--- config.mk ---
export PLATFORM = sky130hd
export DESIGN_NAME = instr_fetch
export DESIGN_NICKNAME = d
export VERILOG_FILES = /design/src/rtl/instr_fetch.sv
export SDC_FILE = /design/constraint.sdc
export NUM_CORES = 1
export LEC_CHECK = 0
export ABC_AREA = 1
export CORE_MARGIN = 8
export CORE_UTILIZATION = 41
export DETAILED_ROUTE_END_ITERATION = 6
export PLACE_DENSITY = 0.92
export SLEW_MARGIN = 0
export SYNTH_ARGS = -nofsm -noshare
export SYNTH_HDL_FRONTEND = slang
export SYNTH_SLANG_ARGS = --single-unit
export TNS_END_PERCENT = 30
--- constraint.sdc ---
create_clock -name clk -period 4.9 [get_ports clk]
set_input_delay 1.47 -clock clk [delete_from_list [all_inputs] [get_ports clk]]
set_output_delay 1.47 -clock clk [all_outputs]
set_load 0.05 [all_outputs]
--- src/rtl/instr_fetch.sv ---
// Instruction fetch unit: PC register, 4-state fetch FSM (2-cycle memory), IR with decoded fields.
// Optional FETCH_MISALIGN_EN: misaligned fetches trap into a sticky FAULT state instead of being word-aligned.
module instr_fetch (
  input  logic        clk,
  input  logic        rst,
  input  logic        pc_load,
  input  logic        ins_load,
  input  logic [1:0]  mux_pcin,
  input  logic [31:0] alu_result,
  input  logic [31:0] aluout,
  input  logic [31:0] mem_rdata,
  output logic [31:0] mem_addr,
  output logic        mem_rd,
  output logic [31:0] pc,
  output logic [31:0] ir,
  output logic [5:0]  opcode,
  output logic [4:0]  rs,
  output logic [4:0]  rt,
  output logic [4:0]  rd,
  output logic [4:0]  shamt,
  output logic [5:0]  funct,
  output logic [15:0] imm16,
  output logic        fetch_done,
  output logic        busy,
  output logic        misalign
);

  typedef enum logic [2:0] {
    S_IDLE  = 3'd0,
    S_ADDR  = 3'd1,
    S_WAIT  = 3'd2,
    S_LATCH = 3'd3,
    S_FAULT = 3'd4
  } state_t;

  state_t      state, state_nxt;
  logic [31:0] pc_fetch;
  logic [31:0] pc_nxt;
  logic        fault_entry;

  always_comb begin
    fault_entry = 1'b0;
`ifdef FETCH_MISALIGN_EN
    fault_entry = (state == S_IDLE) && ins_load && (pc[1:0] != 2'b00);
`endif
  end

  // State register
  always_ff @(posedge clk or posedge rst) begin
    if (rst) state <= S_IDLE;
    else     state <= state_nxt;
  end

  // Next-state logic
  always_comb begin
    state_nxt = state;
    case (state)
      S_IDLE:  if (ins_load) state_nxt = fault_entry ? S_FAULT : S_ADDR;
      S_ADDR:  state_nxt = S_WAIT;
      S_WAIT:  state_nxt = S_LATCH;
      S_LATCH: state_nxt = S_IDLE;
`ifdef FETCH_MISALIGN_EN
      S_FAULT: state_nxt = S_FAULT;
`endif
      default: state_nxt = S_IDLE;
    endcase
  end

  // Output logic
  always_comb begin
    mem_rd     = 1'b0;
    fetch_done = 1'b0;
    busy       = 1'b1;
    case (state)
      S_IDLE:  busy       = 1'b0;
      S_ADDR:  mem_rd     = 1'b1;
      S_WAIT:  mem_rd     = 1'b1;
      S_LATCH: fetch_done = 1'b1;
      default: ;
    endcase
  end

  always_comb begin
    case (mux_pcin)
      2'd0:    pc_nxt = alu_result;
      2'd1:    pc_nxt = aluout;
      2'd2:    pc_nxt = {pc_fetch[31:28], ir[25:0], 2'b00};
      default: pc_nxt = 32'h0;
    endcase
  end

  always_ff @(posedge clk or posedge rst) begin
    if (rst) pc <= 32'h0;
    else if (pc_load) pc <= pc_nxt;
  end

  // pc_fetch samples the pre-load pc, so a same-cycle pc_load never redirects the fetch.
  always_ff @(posedge clk or posedge rst) begin
    if (rst) begin
      pc_fetch <= 32'h0;
    end else if ((state == S_IDLE) && ins_load) begin
`ifdef FETCH_MISALIGN_EN
      pc_fetch <= pc;
`else
      pc_fetch <= {pc[31:2], 2'b00};
`endif
    end
  end

  always_ff @(posedge clk or posedge rst) begin
    if (rst) ir <= 32'h0;
    else if (state == S_LATCH) ir <= mem_rdata;
  end

`ifdef FETCH_MISALIGN_EN
  always_ff @(posedge clk or posedge rst) begin
    if (rst) misalign <= 1'b0;
    else if (fault_entry) misalign <= 1'b1;
  end
`else
  assign misalign = 1'b0;
`endif

  assign mem_addr = pc_fetch;

  assign opcode = ir[31:26];
  assign rs     = ir[25:21];
  assign rt     = ir[20:16];
  assign rd     = ir[15:11];
  assign shamt  = ir[10:6];
  assign funct  = ir[5:0];
  assign imm16  = ir[15:0];

endmodule

==> metrics.txt <==
post_cts resized=0; via count=4435; root buf cell=clkbuf_16; Final Cycle Share=approximately 73%; worst path required time=3.43 ns; IO buf count=246; r2r setup slk=about 2.8 ns; Power per Cell Area=between 700 and 800 nW/um^2; Total Routing Usage GR=19.7%; vias per cell=~4.9; hpwl dp=roughly 12000 um; grt ovf=0; Site Rows=41; register area share after synthesis=46.7%; Final GP Congestion=~0.83; mean post-synth cell area=9.42 um^2; IO Pins=250; Post-Route WL=16500 um; P_leak=0.00347 uW; final hold viol count=0; CTS buffer count=9; status=finished clean; starting density of the core=between 40 and 50%; CP startpoint kind=flop; normalized max-slew margin=14.5%; crit path kind=flop to output port; min Tclk post-route=roughly 3.6 ns; Worst Tran Pin Value=1.28 ns; largest net degree at the start of global routing=59; Util after Layout=between 60% and 70%; Clock Path Buffers=2; fin area=about 7500 um^2; width of the chip=128 um; DP Area=~7200 um^2; Slew Limit Fails=0; Clk pin slew, worst setup/hold paths=roughly 0.070 ns; hold_ws=between 0.4 and 0.5 ns; MaxCap Viol Count=0; Setup Fix Bufs, Post-CTS=0; Worst Hold Class=flop to flop; CTS tree=done; drt wl/cell=18.3 um; Residual DRC=0; TritonCTS Sinks=96; setup TNS=0 ns; Synth cell types=20; Core Area=12400 um^2; H-tree levels=3; vias in the first global route=approximately 4600; Mapped Area=5140 um^2; cell count after synthesis=546; n_diodes=0; Post-CTS Hold Fix Bufs=0; global-route wire length before repair=25400 um; nets=between 800 and 900; Pre-antenna DRT Iters=5; clock latency on the worst-skew pair=0.33 ns; CP arrival=~2.1 ns; fmax=0.278 GHz; Design Power=5740 uW; share of layout cells above drive strength 1=18.9%; RSZ-0062 raised after global routing=false; Critical Path Sink Type=output port; die area=around 16000 um^2; DIE HEIGHT=128 um; Synth Register Bits=96; final number of setup-violating endpoints=0; drt first-iter violations=310; Final Skew=0.00757 ns; Final ANT Viol Nets=0; Area Growth Syn to Fin=46.5%; antenna violations before repair=0; Max FO, Critical Path=33; VDD IR max=0.000520 V; Ys Warns=0
==> state kept, by name, indices dropped and copies added, names as in the netlist <==
signal	flops
ir	32
pc	32
mem_addr	30
state	2
==> logic make-up (layout without fill, tap and decap cells) <==
kind of cell | count (synthesis) | after routing | share of synthesized area, %
other cells | 1 | 3 | 0.0729
buf+inv | 95 | 276 | 12.9
flops | 96 | 96 | 46.7
mux | 32 | 32 | 7.01
compound gates | 2 | 2 | 0.195
simple gates | 317 | 317 | 32.4
fa+ha+maj | 3 | 3 | 0.730
==> placed cells by master (no fill, tap or decap), types with 2 or more instances in the layout <==
| master | instances |
|---|---|
| clkdlybuf4s50_1 | 244 |
| nand2_1 | 161 |
| dfrtp_1 | 96 |
| nand3_1 | 74 |
| nand3_2 | 48 |
| mux2_2 | 30 |
| nand2_2 | 30 |
| clkbuf_16 | 9 |
| buf_4 | 7 |
| inv_1 | 4 |
| nor2_1 | 3 |
| conb_1 | 3 |
| clkinvlp_4 | 3 |
| mux2_1 | 2 |
| inv_2 | 2 |
| a21oi_1 | 2 |
| ha_1 | 2 |
| clkinv_2 | 2 |
| buf_2 | 2 |
==> cells in the mapped netlist <==
library cell  count  area share [%]
buf_8             3            0.88
buf_6             5             1.1
nand3_1          74             7.2
dfrtp_1          96              47
clkbuf_1         12            0.88
a21oi_1           2            0.19
conb_1            1           0.073
nand2_1         161              12
clkbuf_2          1           0.097
inv_1             5            0.37
mux2_2           30             6.6
nor2_1            3            0.22
mux2_1            2            0.44
nand3_2          48             9.3
ha_1              3            0.73
inv_2             2            0.15
buf_2             7            0.68
buf_4            60             8.8
nand2_2          30             3.6
nor2_4            1            0.22
==> cell type report <==
type	count	area, um^2
fillers	1072	4880
clock buffers	9	225
well taps	172	215
multi-input cells	357	2090
inverters	7	28.8
flip-flops and latches	96	2400
repair buffers	253	2500
clock inverters	7	71.3
==> where the power goes <==
part	switching, uW	leakage [uW]	internal [uW]
clock network	303	0.000138	396
logic	2460	0.00213	1190
registers	295	0.00120	1100
==> per-layer routing <==
metal / global-route usage [%] / vias to the layer above / wire [um]
met2: 33.2 / 216 / 8120
met4: 7.48 / 0 / 336
met5: 0 / - / 0
met3: 4.53 / 19 / 1420
met1: 23.9 / 2120 / 6610
li1: - / 2080 / -
==> metrics by stage <==
step                      setup WS (ns)  instances
after floorplan                   0.925        548
after global placement             1.57        885
after detailed placement           1.50        885
after CTS                          1.28        901
after global routing               1.21        901
final                              1.30        901
==> worst paths after layout <==
kind / from / to / depth (start not counted)
setup / recovery: state[1] / busy / 5
hold / removal: mem_addr[22] / mem_addr[22] / 2
setup reg to reg: state[0] / mem_addr[12] / 6
hold reg to reg: mem_addr[22] / mem_addr[22] / 2
max in group asynchronous: rst / ir[5] / 3
min in group asynchronous: rst / ir[27] / 2
==> critical path, stage by stage, from the launching register on <==
cell and delay (ns):
dfrtp_1 0.38, inv_1 0.07, ha_1 0.17, buf_4 0.24, inv_1 0.12, clkdlybuf4s50_1 0.81
No activity file was read; power rests on OpenSTA's default activity.
